==> src/rtl/fetch_pc_ctrl.sv <==
// fetch_pc_ctrl: fetch-stage PC sequencer for the word-addressed pipeline.
// Owns the PC, drives the imem request handshake and feeds the IF/ID register.
module fetch_pc_ctrl #(
    parameter int unsigned     PC_W     = 32,
    parameter logic [PC_W-1:0] RESET_PC = '0
) (
    input  logic            clk,
    input  logic            rst_n,
    input  logic            stall,
    input  logic            redirect_valid,
    input  logic [PC_W-1:0] redirect_base,
    input  logic [PC_W-1:0] redirect_offset,
    output logic            imem_req,
    output logic [PC_W-1:0] imem_addr,
    input  logic            imem_ack,
    output logic [PC_W-1:0] pc_out,
    output logic            if_valid,
    output logic [PC_W-1:0] if_pc,
    output logic [PC_W-1:0] if_npc,
    output logic            flush
);

    typedef enum logic [1:0] {
        BOOT  = 2'd0,
        FETCH = 2'd1,
        HOLD  = 2'd2
    } state_t;

    localparam logic [PC_W-1:0] ONE = {{(PC_W-1){1'b0}}, 1'b1};

    state_t          state;
    state_t          state_nxt;
    logic [PC_W-1:0] pc;
    logic [PC_W-1:0] pc_inc;
    logic [PC_W-1:0] target;
    logic [PC_W-1:0] pc_nxt;
    logic            xfer;
    logic            redir;
    logic            take;

    always_ff @(posedge clk or negedge rst_n) begin
        if (!rst_n) begin
            state <= BOOT;
        end else begin
            state <= state_nxt;
        end
    end

    always_comb begin
        state_nxt = state;
        imem_req  = 1'b0;
        unique case (state)
            BOOT: begin
                state_nxt = FETCH;
            end
            FETCH: begin
                imem_req  = !stall;
                state_nxt = stall ? HOLD : FETCH;
            end
            HOLD: begin
                state_nxt = stall ? HOLD : FETCH;
            end
            default: begin
                state_nxt = BOOT;
            end
        endcase
    end

    // A redirect wins over a concurrent transfer; the fetched word is dropped.
    assign xfer   = imem_req && imem_ack;
    assign redir  = redirect_valid && (state != BOOT);
    assign take   = xfer && !redir;
    assign pc_inc = pc + ONE;
    assign target = redirect_base + redirect_offset + ONE;

    always_comb begin
        pc_nxt = pc;
        if (redir) begin
            pc_nxt = target;
        end else if (take) begin
            pc_nxt = pc_inc;
        end
    end

    always_ff @(posedge clk or negedge rst_n) begin
        if (!rst_n) begin
            pc       <= RESET_PC;
            if_valid <= 1'b0;
            if_pc    <= '0;
            if_npc   <= '0;
            flush    <= 1'b0;
        end else begin
            pc       <= pc_nxt;
            if_valid <= take;
            flush    <= redir;
            if (take) begin
                if_pc  <= pc;
                if_npc <= pc_inc;
            end
        end
    end

    assign imem_addr = pc;
    assign pc_out    = pc;

endmodule

==> config.mk <==
export PLATFORM = sky130hd
export DESIGN_NAME = fetch_pc_ctrl
export DESIGN_NICKNAME = d
export VERILOG_FILES = /design/src/rtl/fetch_pc_ctrl.sv
export SDC_FILE = /design/constraint.sdc
export NUM_CORES = 1
export LEC_CHECK = 0
export ABC_AREA = 1
export BUFFER_PORTS_ARGS = -buffer_cell sky130_fd_sc_hd__buf_2
export CAP_MARGIN = 25
export CORE_MARGIN = 10
export CORE_UTILIZATION = 54
export CTS_CLUSTER_SIZE = 16
export DETAILED_ROUTE_END_ITERATION = 16
export MAX_ROUTING_LAYER = met4
export PLACE_DENSITY = 0.82
export RECOVER_POWER = 25
export SKIP_LAST_GASP = 1
export SYNTH_ARGS = -nofsm -noshare
export SYNTH_HDL_FRONTEND = slang
export SYNTH_SLANG_ARGS = --single-unit
==> constraint.sdc <==
create_clock -name clk -period 2.1 [get_ports clk]
set_input_delay 0.105 -clock clk [delete_from_list [all_inputs] [get_ports clk]]
set_output_delay 0.105 -clock clk [all_outputs]
set_load 0.005 [all_outputs]
==> results of run 1 <==
==> cell type report <==
type / count / area (um2)
clock buffers: 10 / 229
clock inverters: 6 / 87.6
fillers: 1232 / 4530
inverters: 117 / 439
multi-input cells: 799 / 4030
flip-flops and latches: 100 / 2500
well taps: 176 / 220
repair buffers: 225 / 1190
==> state kept, by name, indices dropped and copies added, names as in the netlist <==
name	flops
if_pc	32
imem_addr	32
if_valid	1
flush	1
state	2
if_npc	32
==> where the power goes <==
part | total [W] | switching [W] | internal, W
Clock | 0.00176 | 0.000712 | 0.00105
Sequential | 0.00367 | 0.000851 | 0.00282
Combinational | 0.00520 | 0.00316 | 0.00204
==> cell families (layout without fill, tap and decap cells) <==
logic type | Yosys count | count (layout) | share of synthesized area
AO/OA/AOI/OAI | 115 | 115 | 0.0865
XOR/XNOR | 29 | 29 | 0.0368
adder cells (fa/ha/maj) | 36 | 36 | 0.0627
buffers and inverters | 173 | 358 | 0.108
flip-flops | 100 | 100 | 0.343
AND/OR/NAND/NOR | 619 | 619 | 0.363
==> synthesized netlist by cell type (6+ instances only) <==
| cell type | number |
|---|---|
| sky130_fd_sc_hd__inv_1 | 115 |
| sky130_fd_sc_hd__nand3_1 | 59 |
| sky130_fd_sc_hd__buf_2 | 9 |
| sky130_fd_sc_hd__a21oi_1 | 41 |
| sky130_fd_sc_hd__o21bai_1 | 8 |
| sky130_fd_sc_hd__buf_4 | 33 |
| sky130_fd_sc_hd__nor2_1 | 71 |
| sky130_fd_sc_hd__nand2_1 | 424 |
| sky130_fd_sc_hd__o21ai_0 | 47 |
| sky130_fd_sc_hd__o21ai_1 | 6 |
| sky130_fd_sc_hd__a21o_1 | 7 |
| sky130_fd_sc_hd__nand3b_1 | 6 |
| sky130_fd_sc_hd__nand2_2 | 6 |
| sky130_fd_sc_hd__clkbuf_1 | 13 |
| sky130_fd_sc_hd__xor2_1 | 24 |
| sky130_fd_sc_hd__nor3_1 | 12 |
| sky130_fd_sc_hd__ha_1 | 35 |
| sky130_fd_sc_hd__dfrtp_1 | 100 |
| sky130_fd_sc_hd__nand4_1 | 10 |
==> final timing paths <==
| path | from | end | slack, ns | depth (start not counted) |
|---|---|---|---|---|
| worst max-delay path | state[1] | imem_addr[8] | 0.13 | 9 |
| worst min-delay path | redirect_offset[0] | imem_addr[0] | 0.14 | 4 |
| worst max register to register | state[1] | imem_addr[8] | 0.13 | 9 |
| worst min register to register | if_pc[23] | if_pc[23] | 0.47 | 2 |
| max in group asynchronous | rst_n | imem_addr[15] | 0.33 | 3 |
| min in group asynchronous | rst_n | if_npc[5] | 0.40 | 2 |
==> per-layer routing <==
layer / GRT usage / share of wire
met1: 0.326 / 0.43
met2: 0.398 / 0.46
met3: 0.0498 / 0.091
met4: 0.0947 / 0.026
met5: - / 0
==> critical path: stages, from the launching register on <==
cell                       delay, ns
sky130_fd_sc_hd__dfrtp_1        0.38
sky130_fd_sc_hd__inv_1          0.07
sky130_fd_sc_hd__ha_1           0.13
sky130_fd_sc_hd__inv_1          0.04
sky130_fd_sc_hd__nor2_1         0.13
sky130_fd_sc_hd__nand2_1        0.27
sky130_fd_sc_hd__nor2_4         0.21
sky130_fd_sc_hd__buf_8          0.28
sky130_fd_sc_hd__nand3_1        0.23
sky130_fd_sc_hd__o211ai_1       0.14
==> through the flow <==
step	hold slack, ns	utilization	setup TNS, ns	total power, W	cell area [um2]
6_report	0.136	0.658	0	0.0106	8710
2_1_floorplan	-0.191	-	0	0.00661	7300
3_5_place_dp	-0.0100	0.633	0	0.00881	8380
5_1_grt	0.187	0.658	-0.0417	0.0114	8710
4_1_cts	0.144	0.658	0	0.0106	8720
3_3_place_gp	-0.0108	0.633	0	0.00868	8380
==> timing repair <==
action | 4_1_cts | 5_1_grt
hold buffers | 2 | 0
gates resized for setup | 0 | 7
hold endpoints to repair | 68 | 0
setup endpoints to repair | 0 | 16
==> summary.md, run 1 <==
| Metric | Value |
|---|---|
| Outcome | `completed` |
| Top library cells by usage in the layout, fill and taps aside | `sky130_fd_sc_hd__nand2_1, sky130_fd_sc_hd__buf_2, sky130_fd_sc_hd__inv_1` |
| Share of flip-flops with an asynchronous set or reset | `1.00` |
| Die Y-Extent | `136 um` |
| CP startpoint kind | `flop` |
| Clock tree from TritonCTS | `yes` |
| Worst vdd rail ir drop | `between 0.4 and 0.5 mV` |
| TritonCTS Buffers | `9` |
| PwrDens | `approximately 1200 nW/um2` |
| Worst slew margin | `0.396` |
| CP Data Required Time | `2.37 ns` |
| Number of global-route vias before repair | `between 7k and 8k` |
| Total detailed-routing wirelength | `approximately 23000 um` |
| Library cell used as clock root buffer | `sky130_fd_sc_hd__clkbuf_16` |
| Drt initial violations | `slightly above 600` |
| CP Capture Type | `flop` |
| Total standard cell area after synthesis | `7300 um2` |
| Total inserted antenna cells | `0` |
| Clock sink total | `100` |
| Final setup vio count | `0` |
| Combined global-route utilization of all metal layers | `0.256` |
| Area of the core region | `13200 um2` |
| Min Clock Period, post-route | `between 1.5 and 2 ns` |
| Weighted congestion reported at the end of routability-driven placement | `around 1` |
| Maximum count of clock buffers along a single path | `2` |
| Hold Crit Class | `in2reg` |
| Max-capacitance violation count | `0` |
| H-tree levels | `3` |
| Cell Count Post-Placement | `1415` |
| Post-synth EDFFs | `0` |
| Number of setup buffers added after CTS | `0` |
| Most area-hungry cell type in the Yosys netlist | `sky130_fd_sc_hd__dfrtp_1` |
| Number of rows created at floorplan | `42` |
| Clk_skew | `between 0.006 and 0.007 ns` |
| Proportion of layout cells with a drive suffix above 1 | `0.208` |
| Clock transition at the registers of the reported paths | `about 0.070 ns` |
| Total count of hold-check failures in the final report | `0` |
| Slack of the critical path | `between 0.1 and 0.15 ns` |
| Antenna Nets Post-Route | `0` |
| Syn-to-layout area delta | `19.2%` |
| Number of warnings issued by yosys | `0` |
| Data arrival time at the worst-slack endpoint | `between 2 and 2.5 ns` |
| Measured slew at the worst slew-check pin | `between 0.9 and 1 ns` |
| Top cells by area in the synthesized netlist | `sky130_fd_sc_hd__dfrtp_1, sky130_fd_sc_hd__nand2_1, sky130_fd_sc_hd__ha_1, sky130_fd_sc_hd__inv_1, sky130_fd_sc_hd__nand3_1` |
| DRC Markers | `0` |
| Gate count after technology mapping | `roughly 1.1k` |
| Post-Syn Nets | `roughly 1.2k` |
| Unrepaired setup endpoints after global routing | `true` |
| Dominant synthesized flop cell | `sky130_fd_sc_hd__dfrtp_1` |
| Sequential-to-total area share from yosys stat | `0.343` |
| Maximum number of pins on one net before global-route repair | `between 70 and 80` |
| Initial Util | `0.551` |
| Area of the die | `about 19000 um2` |
| Share of Yosys cell area claimed by the top area cell type | `0.343` |
| Input/output buffers | `a little under 200` |
| First-pass GRT wire length | `37200 um` |
| Number of vias per cell after detailed routing | `about 5.3` |
| Synth unique cells | `41` |
| Antenna violations before repair | `0` |
| Type of the worst setup path | `reg2reg` |
| Insertion delay of the later-clocked pin in the worst-skew pair | `0.35 ns` |
| Commonest non-fill, non-tap cell in the layout | `sky130_fd_sc_hd__nand2_1` |
| DR vias | `~7.6k` |
| Iteration count of the initial detailed-routing pass | `5` |
| Max Clock Freq | `a little over 0.5 GHz` |
| HPWL after detailed placement | `18700 um` |
| Leakage | `~5 nW` |
| Ratio of final minimum period to clock period | `0.940` |
| Highest fanout seen on the critical path | `39` |
| Net count of the finished layout | `1357` |
| Synthesized area per cell | `6.81 um2` |
| Ports placed on the boundary | `200` |
| Final Max Slew Viols | `0` |
| Post-route insts no fill | `around 1.4k` |
| Overflow left after global routing | `0` |
| Chip Width | `136 um` |
| Routed length per placed instance | `16.4 um` |
| Dpl ws | `between 0.09 and 0.1 ns` |
| Flip-flop and latch count after synthesis | `100` |
Note: power is estimated with default switching activity, not from simulation.
==> run 2, diff against run 1 <==
--- a/config.mk
+++ b/config.mk
@@ -12,9 +12,10 @@
 export CORE_UTILIZATION = 54
 export CTS_CLUSTER_SIZE = 16
 export DETAILED_ROUTE_END_ITERATION = 16
+export GPL_TIMING_DRIVEN = 0
 export MAX_ROUTING_LAYER = met4
 export PLACE_DENSITY = 0.82
-export RECOVER_POWER = 25
+export RECOVER_POWER = 100
 export SKIP_LAST_GASP = 1
 export SYNTH_ARGS = -nofsm -noshare
 export SYNTH_HDL_FRONTEND = slang
==> constraint.sdc (replaced) <==
create_clock -name clk -period 1.89 [get_ports clk]
set_input_delay 0.0945 -clock clk [delete_from_list [all_inputs] [get_ports clk]]
set_output_delay 0.0945 -clock clk [all_outputs]
set_load 0.005 [all_outputs]
==> run 2 against run 1 <==
  * Via count up 2.9%
  * Critical path type unchanged
  * Clock-buffer cell count up 2
  * Non-clock buffer count up 47
  * Register-to-register slack worse by 0.08 ns
  * Critical path depth up 1
  * Die area unchanged
  * Flip-flop and latch count unchanged
  * Final cell count up 3.3%
==> summary.md, run 2 (synthesis gave the netlist of run 1 again) <==
| Metric | Value |
|---|---|
| Worst vdd rail ir drop | `between 0.5 and 0.6 mV` |
| HPWL after detailed placement | `around 19000 um` |
| Sequential fraction of design power | `0.347` |
| Type of the worst setup path | `reg2reg` |
| Die Y-Extent | `about 140 um` |
| Weighted congestion reported at the end of routability-driven placement | `around 0.97` |
| Worst slew margin | `0.358` |
| TritonCTS Buffers | `9` |
| GR Util met1 | `0.328` |
| Chip Width | `136 um` |
| Iteration count of the initial detailed-routing pass | `5` |
| Min Clock Period, post-route | `between 1.5 and 2 ns` |
| Clock tree from TritonCTS | `yes` |
| Post-route cell area | `between 9000 and 10000 um2` |
| DR vias | `7843` |
| Total inserted antenna cells | `0` |
| Final setup vio count | `0` |
| Initial Util | `0.551` |
| Ports placed on the boundary | `200` |
| CP Capture Type | `flop` |
| Met2 usage | `0.417` |
| Most frequent cell on the critical path | `sky130_fd_sc_hd__nand2_1` |
| Total count of hold-check failures in the final report | `0` |
| Library cell used as clock root buffer | `sky130_fd_sc_hd__clkbuf_16` |
| Delay-heaviest family, CP | `simple AND/OR/NAND/NOR gates` |
| Data arrival time at the worst-slack endpoint | `between 2 and 2.5 ns` |
| Met3 track demand over resource in global routing | `0.0317` |
| Antenna Nets Post-Route | `0` |
| Measured slew at the worst slew-check pin | `0.963 ns` |
| Syn-to-layout area delta | `23.7%` |
| Series of cell instances along the critical path | `inv_1, nor3_4, nand2_2, nor2_2, nand2_2, xnor2_2, nand2_1, nand2_1, nand2_1, nand2_1` |
| Routed length per placed instance | `approximately 16 um` |
| Overflow left after global routing | `0` |
| Insertion delay of the later-clocked pin in the worst-skew pair | `roughly 0.35 ns` |
| Input/output buffers | `199` |
| Area of the core region | `13200 um2` |
| Clock sink total | `100` |
| Logic pwr share | `0.496` |
| Max-capacitance violation count | `0` |
| CP startpoint kind | `flop` |
| Antenna violations before repair | `0` |
| Outcome | `completed` |
| Net count of the finished layout | `~1.4k` |
| Most crowded layer after global routing | `met2` |
| Max Clock Freq | `roughly 0.54 GHz` |
| Clock transition at the registers of the reported paths | `around 0.070 ns` |
| Combined global-route utilization of all metal layers | `0.260` |
| Ratio of final minimum period to clock period | `0.976` |
| Maximum count of clock buffers along a single path | `2` |
| Fin util | `0.682` |
| Final Max Slew Viols | `0` |
| Clk_skew | `0.0100 ns` |
| H-tree levels | `3` |
| Number of rows created at floorplan | `42` |
| Highest fanout seen on the critical path | `5` |
| Area of the die | `around 19000 um2` |
| Hold Crit Class | `in2reg` |
| DRC Markers | `0` |
| CP Data Required Time | `between 2 and 2.5 ns` |
| Relative contribution of the clock network to total power | `0.157` |
| Total detailed-routing wirelength | `24100 um` |
| Delay contributed by the slowest stage of the critical path | `roughly 0.44 ns` |
| Cell area after placement | `between 8000 and 9000 um2` |
| Sw Ratio | `0.443` |
| Total internal power | `roughly 0.0068 W` |
| Unrepaired setup endpoints after global routing | `true` |
| Number of global-route vias before repair | `approximately 7.5k` |
| PwrDens | `approximately 1400 nW/um2` |
| Combined buffer and inverter count along the critical path | `1` |
| Cell with the largest stage delay on the worst path | `sky130_fd_sc_hd__dfrtp_1` |
| Top library cells by usage in the layout, fill and taps aside | `sky130_fd_sc_hd__nand2_1, sky130_fd_sc_hd__buf_2, sky130_fd_sc_hd__inv_1` |
| Maximum number of pins on one net before global-route repair | `between 60 and 70` |
| Post-route insts no fill | `1480` |
| Commonest non-fill, non-tap cell in the layout | `sky130_fd_sc_hd__nand2_1` |
| First-pass GRT wire length | `about 38000 um` |
| Net Switching | `~0.0054 W` |
| Drt initial violations | `~720` |
| Cell Count Post-Placement | `about 1.4k` |
| Proportion of layout cells with a drive suffix above 1 | `0.215` |
| Number of vias per cell after detailed routing | `roughly 5.3` |
| Leakage | `~5.0 nW` |
[run 2: cell count changes in the layout (fill, tap and decap cells not counted), sizes merged]
cell,before,now
clkinv,3,1
bufinv,2,1
buf,207,200
clkbuf,26,82
clkinvlp,0,1
[run 2: area by class of cell]
type | instances | area (um2)
Inverter | 117 | 442
Clock inverter | 4 | 55.1
Fill cell | 1194 | 4210
Timing Repair Buffer | 216 | 1060
Buffer | 56 | 388
Sequential cell | 100 | 2510
Multi-Input combinational cell | 799 | 4100
Clock buffer | 12 | 256
Tap cell | 176 | 220
[run 2: per-stage QoR]
stage / setup TNS, ns / setup WS, ns / power, W / hold WS, ns
after floorplan: 0 / 0.207 / 0.00735 / -0.201
after global placement: -38.11 / -0.276 / 0.00985 / 0.335
after detailed placement: -16.22 / -0.290 / 0.0100 / 0.0998
after CTS: -0.00236 / -0.00236 / 0.0121 / 0.162
after global routing: -0.523 / -0.0989 / 0.0131 / 0.197
final: 0 / 0.0461 / 0.0122 / 0.151
[run 2: worst min-delay path, delay by kind of cell]
family,cells,cell delay (ns)
buffers and inverters,2,0.15
adders and majority gates,1,0.15
AOI/OAI and AO/OA,1,0.08
[run 2: repair_timing]
item	4_1_cts	5_1_grt
hold endpoints to repair	39	0
resized for setup	17	47
hold buffers	2	0
setup endpoints to repair	93	96
pin swaps	1	6
setup buffers	6	8
[run 2: path summary, 6_finish.rpt]
| check | to | startpoint | slack (ns) | cells past startpoint |
|---|---|---|---|---|
| setup / recovery | imem_addr[30] | imem_addr[13] | 0.05 | 10 |
| hold / removal | imem_addr[0] | redirect_offset[0] | 0.15 | 4 |
| setup reg to reg | imem_addr[30] | imem_addr[13] | 0.05 | 10 |
| hold reg to reg | if_pc[20] | if_pc[20] | 0.47 | 2 |
| max in group asynchronous | imem_addr[6] | rst_n | 0.38 | 3 |
| min in group asynchronous | state[0] | rst_n | 0.43 | 2 |
[run 2: metal layers]
layer	vias to the layer above	share of wire
li1	3815	-
met1	3618	0.42
met2	364	0.47
met3	46	0.084
met4	0	0.028
met5	-	0
[run 2: power by group through the flow]
stage | Combinational, W | Sequential [W] | Clock (W)
after floorplan | 0.00329 | 0.00405 | 0
after global placement | 0.00570 | 0.00415 | 0
after detailed placement | 0.00583 | 0.00419 | 0
after CTS | 0.00603 | 0.00414 | 0.00191
after global routing | 0.00673 | 0.00437 | 0.00200
final | 0.00606 | 0.00424 | 0.00192
==> run 3, diff against run 2 <==
--- a/config.mk
+++ b/config.mk
@@ -13,9 +13,9 @@
 export CTS_CLUSTER_SIZE = 16
 export DETAILED_ROUTE_END_ITERATION = 16
 export GPL_TIMING_DRIVEN = 0
+export HOLD_SLACK_MARGIN = 0.03
 export MAX_ROUTING_LAYER = met4
 export PLACE_DENSITY = 0.82
-export RECOVER_POWER = 100
 export SKIP_LAST_GASP = 1
 export SYNTH_ARGS = -nofsm -noshare
 export SYNTH_HDL_FRONTEND = slang
==> run 3 against run 2 <==
  * Non-clock buffer count stayed put
  * Final cell count is the same
  * Global-route usage stayed put
  * Worst setup slack worse by 0.0083 ns
  * First-iteration DRC count is 5.0% lower
  * Cell area grew 1.1%
  * Die area is the same
  * Register-to-register slack is essentially flat
  * Flip-flop and latch count did not move
  * Clock skew is 0.00077 ns lower
  * Combinational power is 2% higher
  * Critical endpoint is now imem_addr[29]
==> summary.md, run 3 (synthesis gave the netlist of run 1 again) <==
| Metric | Value |
|---|---|
| Net Switching | `approximately 0.0054 W` |
| Weighted congestion reported at the end of routability-driven placement | `0.975` |
| Antenna violations before repair | `0` |
| Most frequent cell on the critical path | `sky130_fd_sc_hd__nand2_1` |
| Antenna Nets Post-Route | `0` |
| Number of global-route vias before repair | `roughly 7.5k` |
| DR vias | `around 7.9k` |
| Launch instance of the worst register-to-register path | `imem_addr[8]` |
| TritonCTS Buffers | `9` |
| Outcome | `completed` |
| Initial Util | `0.551` |
| Proportion of layout cells with a drive suffix above 1 | `0.265` |
| Clock transition at the registers of the reported paths | `roughly 0.070 ns` |
| H-tree levels | `3` |
| Min Clock Period, post-route | `1.85 ns` |
| HPWL after detailed placement | `~19000 um` |
| Combined global-route utilization of all metal layers | `0.260` |
| Library cell used as clock root buffer | `sky130_fd_sc_hd__clkbuf_16` |
| Number of vias per cell after detailed routing | `between 5 and 6` |
| Insertion delay of the later-clocked pin in the worst-skew pair | `between 0.3 and 0.4 ns` |
| Clock tree from TritonCTS | `yes` |
| Logic pwr share | `0.503` |
| Unrepaired setup endpoints after global routing | `true` |
| Clock sink total | `100` |
| CP startpoint kind | `flop` |
| Drt initial violations | `between 600 and 700` |
| Hold Path Stages | `4` |
| Measured slew at the worst slew-check pin | `0.529 ns` |
| Chip Width | `136 um` |
| Area of the die | `approximately 19000 um2` |
| Data arrival time at the worst-slack endpoint | `approximately 2.1 ns` |
| Net count of the finished layout | `~1.4k` |
| Commonest non-fill, non-tap cell in the layout | `sky130_fd_sc_hd__nand2_1` |
| Dpl ws | `-0.290 ns` |
| First-pass GRT wire length | `37700 um` |
| Highest fanout seen on the critical path | `5` |
| Max Clock Freq | `between 0.5 and 0.6 GHz` |
| Top library cells by usage in the layout, fill and taps aside | `sky130_fd_sc_hd__nand2_1, sky130_fd_sc_hd__buf_2, sky130_fd_sc_hd__inv_1` |
| Input/output buffers | `~200` |
| Worst reg2reg path endpoint | `imem_addr[29]` |
| Total internal power | `0.00696 W` |
| Max-capacitance violation count | `0` |
| Cell with the largest stage delay on the worst path | `sky130_fd_sc_hd__dfrtp_1` |
| Leakage | `around 5.2 nW` |
| Hold Crit Class | `in2reg` |
| Delay contributed by the slowest stage of the critical path | `roughly 0.45 ns` |
| Type of the worst setup path | `reg2reg` |
| Ports placed on the boundary | `200` |
| Total inserted antenna cells | `0` |
| CP Capture Type | `flop` |
| Sw Ratio | `0.436` |
| Cell Count Post-Placement | `1448` |
| Fillers | `~1.2k` |
| Delay-heaviest family, CP | `simple AND/OR/NAND/NOR gates` |
| Iteration count of the initial detailed-routing pass | `6` |
| Routed length per placed instance | `between 15 and 20 um` |
| Final Max Slew Viols | `0` |
| Maximum count of clock buffers along a single path | `2` |
| Total count of hold-check failures in the final report | `0` |
| Overflow left after global routing | `0` |
| Final setup vio count | `0` |
| Sequential fraction of design power | `0.342` |
| Total detailed-routing wirelength | `roughly 24000 um` |
| Post-route insts no fill | `1480` |
| Combined buffer and inverter count along the critical path | `1` |
| Sink of the worst hold path | `imem_addr[0]` |
| Worst vdd rail ir drop | `around 0.57 mV` |
| Relative contribution of the clock network to total power | `0.155` |
| R2r setup slk | `~0.038 ns` |
| PwrDens | `1350 nW/um2` |
| Worst-case reg-to-reg path depth | `11` |
| Maximum number of pins on one net before global-route repair | `63` |
| Clk_skew | `roughly 0.0092 ns` |
| Critical Path Stages | `11` |
| HP Start | `redirect_offset[0]` |
| DRC Markers | `0` |
| Series of cell instances along the critical path | `inv_1, nor3_4, nand2_1, nor3_2, nand2_1, nand2_1, nand2_1, nand2_1, nand2_1, nand2_1, nand2_1` |
| Area of the core region | `roughly 13000 um2` |
| Number of rows created at floorplan | `42` |
| Slack of the critical path | `between 0.03 and 0.04 ns` |
| CP Data Required Time | `around 2.1 ns` |
| Ratio of final minimum period to clock period | `0.980` |
| Syn-to-layout area delta | `25.0%` |
| Die Y-Extent | `roughly 140 um` |
| Worst slew margin | `0.647` |
[run 3: changes by cell type in the layout (fill, tap and decap cells not counted)]
| cell | before | now |
|---|---|---|
| sky130_fd_sc_hd__buf_16 | 0 | 1 |
| sky130_fd_sc_hd__buf_2 | 147 | 208 |
| sky130_fd_sc_hd__buf_4 | 49 | 50 |
| sky130_fd_sc_hd__buf_6 | 4 | 3 |
| sky130_fd_sc_hd__clkbuf_1 | 63 | 2 |
| sky130_fd_sc_hd__clkbuf_2 | 7 | 6 |
| sky130_fd_sc_hd__dfrtp_1 | 91 | 88 |
| sky130_fd_sc_hd__dfrtp_2 | 9 | 12 |
[run 3: stage by stage]
step           hold WS (ns)  power (W)  utilization  area, um2   TNS, ns
6_report              0.151     0.0123        0.690       9130         0
5_1_grt               0.197     0.0132        0.690       9130    -0.384
4_1_cts               0.162     0.0121        0.677       8960  -0.00236
3_5_place_dp         0.0998     0.0100        0.646       8550    -16.22
3_3_place_gp          0.335    0.00985        0.643       8520    -38.11
2_1_floorplan        -0.201    0.00735            -       7300         0
[run 3: per-layer routing]
layer  part of all wire  GRT usage
met5                  0          -
met4              0.028      0.102
met1               0.42      0.328
met3              0.083     0.0317
met2               0.47      0.417
[run 3: what timing repair did]
| item | CTS | global route |
|---|---|---|
| pin swaps | 1 | 6 |
| resized for setup | 17 | 47 |
| hold endpoints to repair | 39 | 0 |
| buffers inserted | 6 | 8 |
| endpoints found under the setup margin | 93 | 96 |
| hold buffers | 2 | 0 |
[run 3: tightest hold or removal path, cell delays in order]
cell	delay, ns
sky130_fd_sc_hd__buf_2	0.10
sky130_fd_sc_hd__inv_1	0.05
sky130_fd_sc_hd__ha_2	0.15
sky130_fd_sc_hd__o21ai_0	0.08
[run 3: how the worst max path moves through the flow]
stage | startpoint | endpoint | slack [ns]
floorplan | imem_addr[0] | imem_addr[22] | 0.21
global placement | rst_n | if_pc[28] | -0.28
detailed placement | state[0] | if_npc[1] | -0.29
CTS | state[1] | if_pc[30] | -0.002
global route | imem_addr[25] | imem_addr[29] | -0.1
finish | imem_addr[8] | imem_addr[29] | 0.04
[run 3: layout make-up]
class / instances / area, um2 / area share
multi-input cells: 799 / 4100 / 0.449
clock buffers: 12 / 256 / 0.0281
repair buffers: 216 / 1150 / 0.126
plain buffers: 56 / 388 / 0.0425
well taps: 176 / 220 / 0.0241
clock inverters: 4 / 55.1 / 0.00603
flip-flops and latches: 100 / 2520 / 0.276
inverters: 117 / 442 / 0.0484
[run 3: power by group through the flow]
stage | registers, W | clock network [W] | logic, W
after floorplan | 0.00405 | 0 | 0.00329
after global placement | 0.00415 | 0 | 0.00570
after detailed placement | 0.00419 | 0 | 0.00583
after CTS | 0.00414 | 0.00191 | 0.00603
after global routing | 0.00436 | 0.00200 | 0.00688
final | 0.00422 | 0.00192 | 0.00620
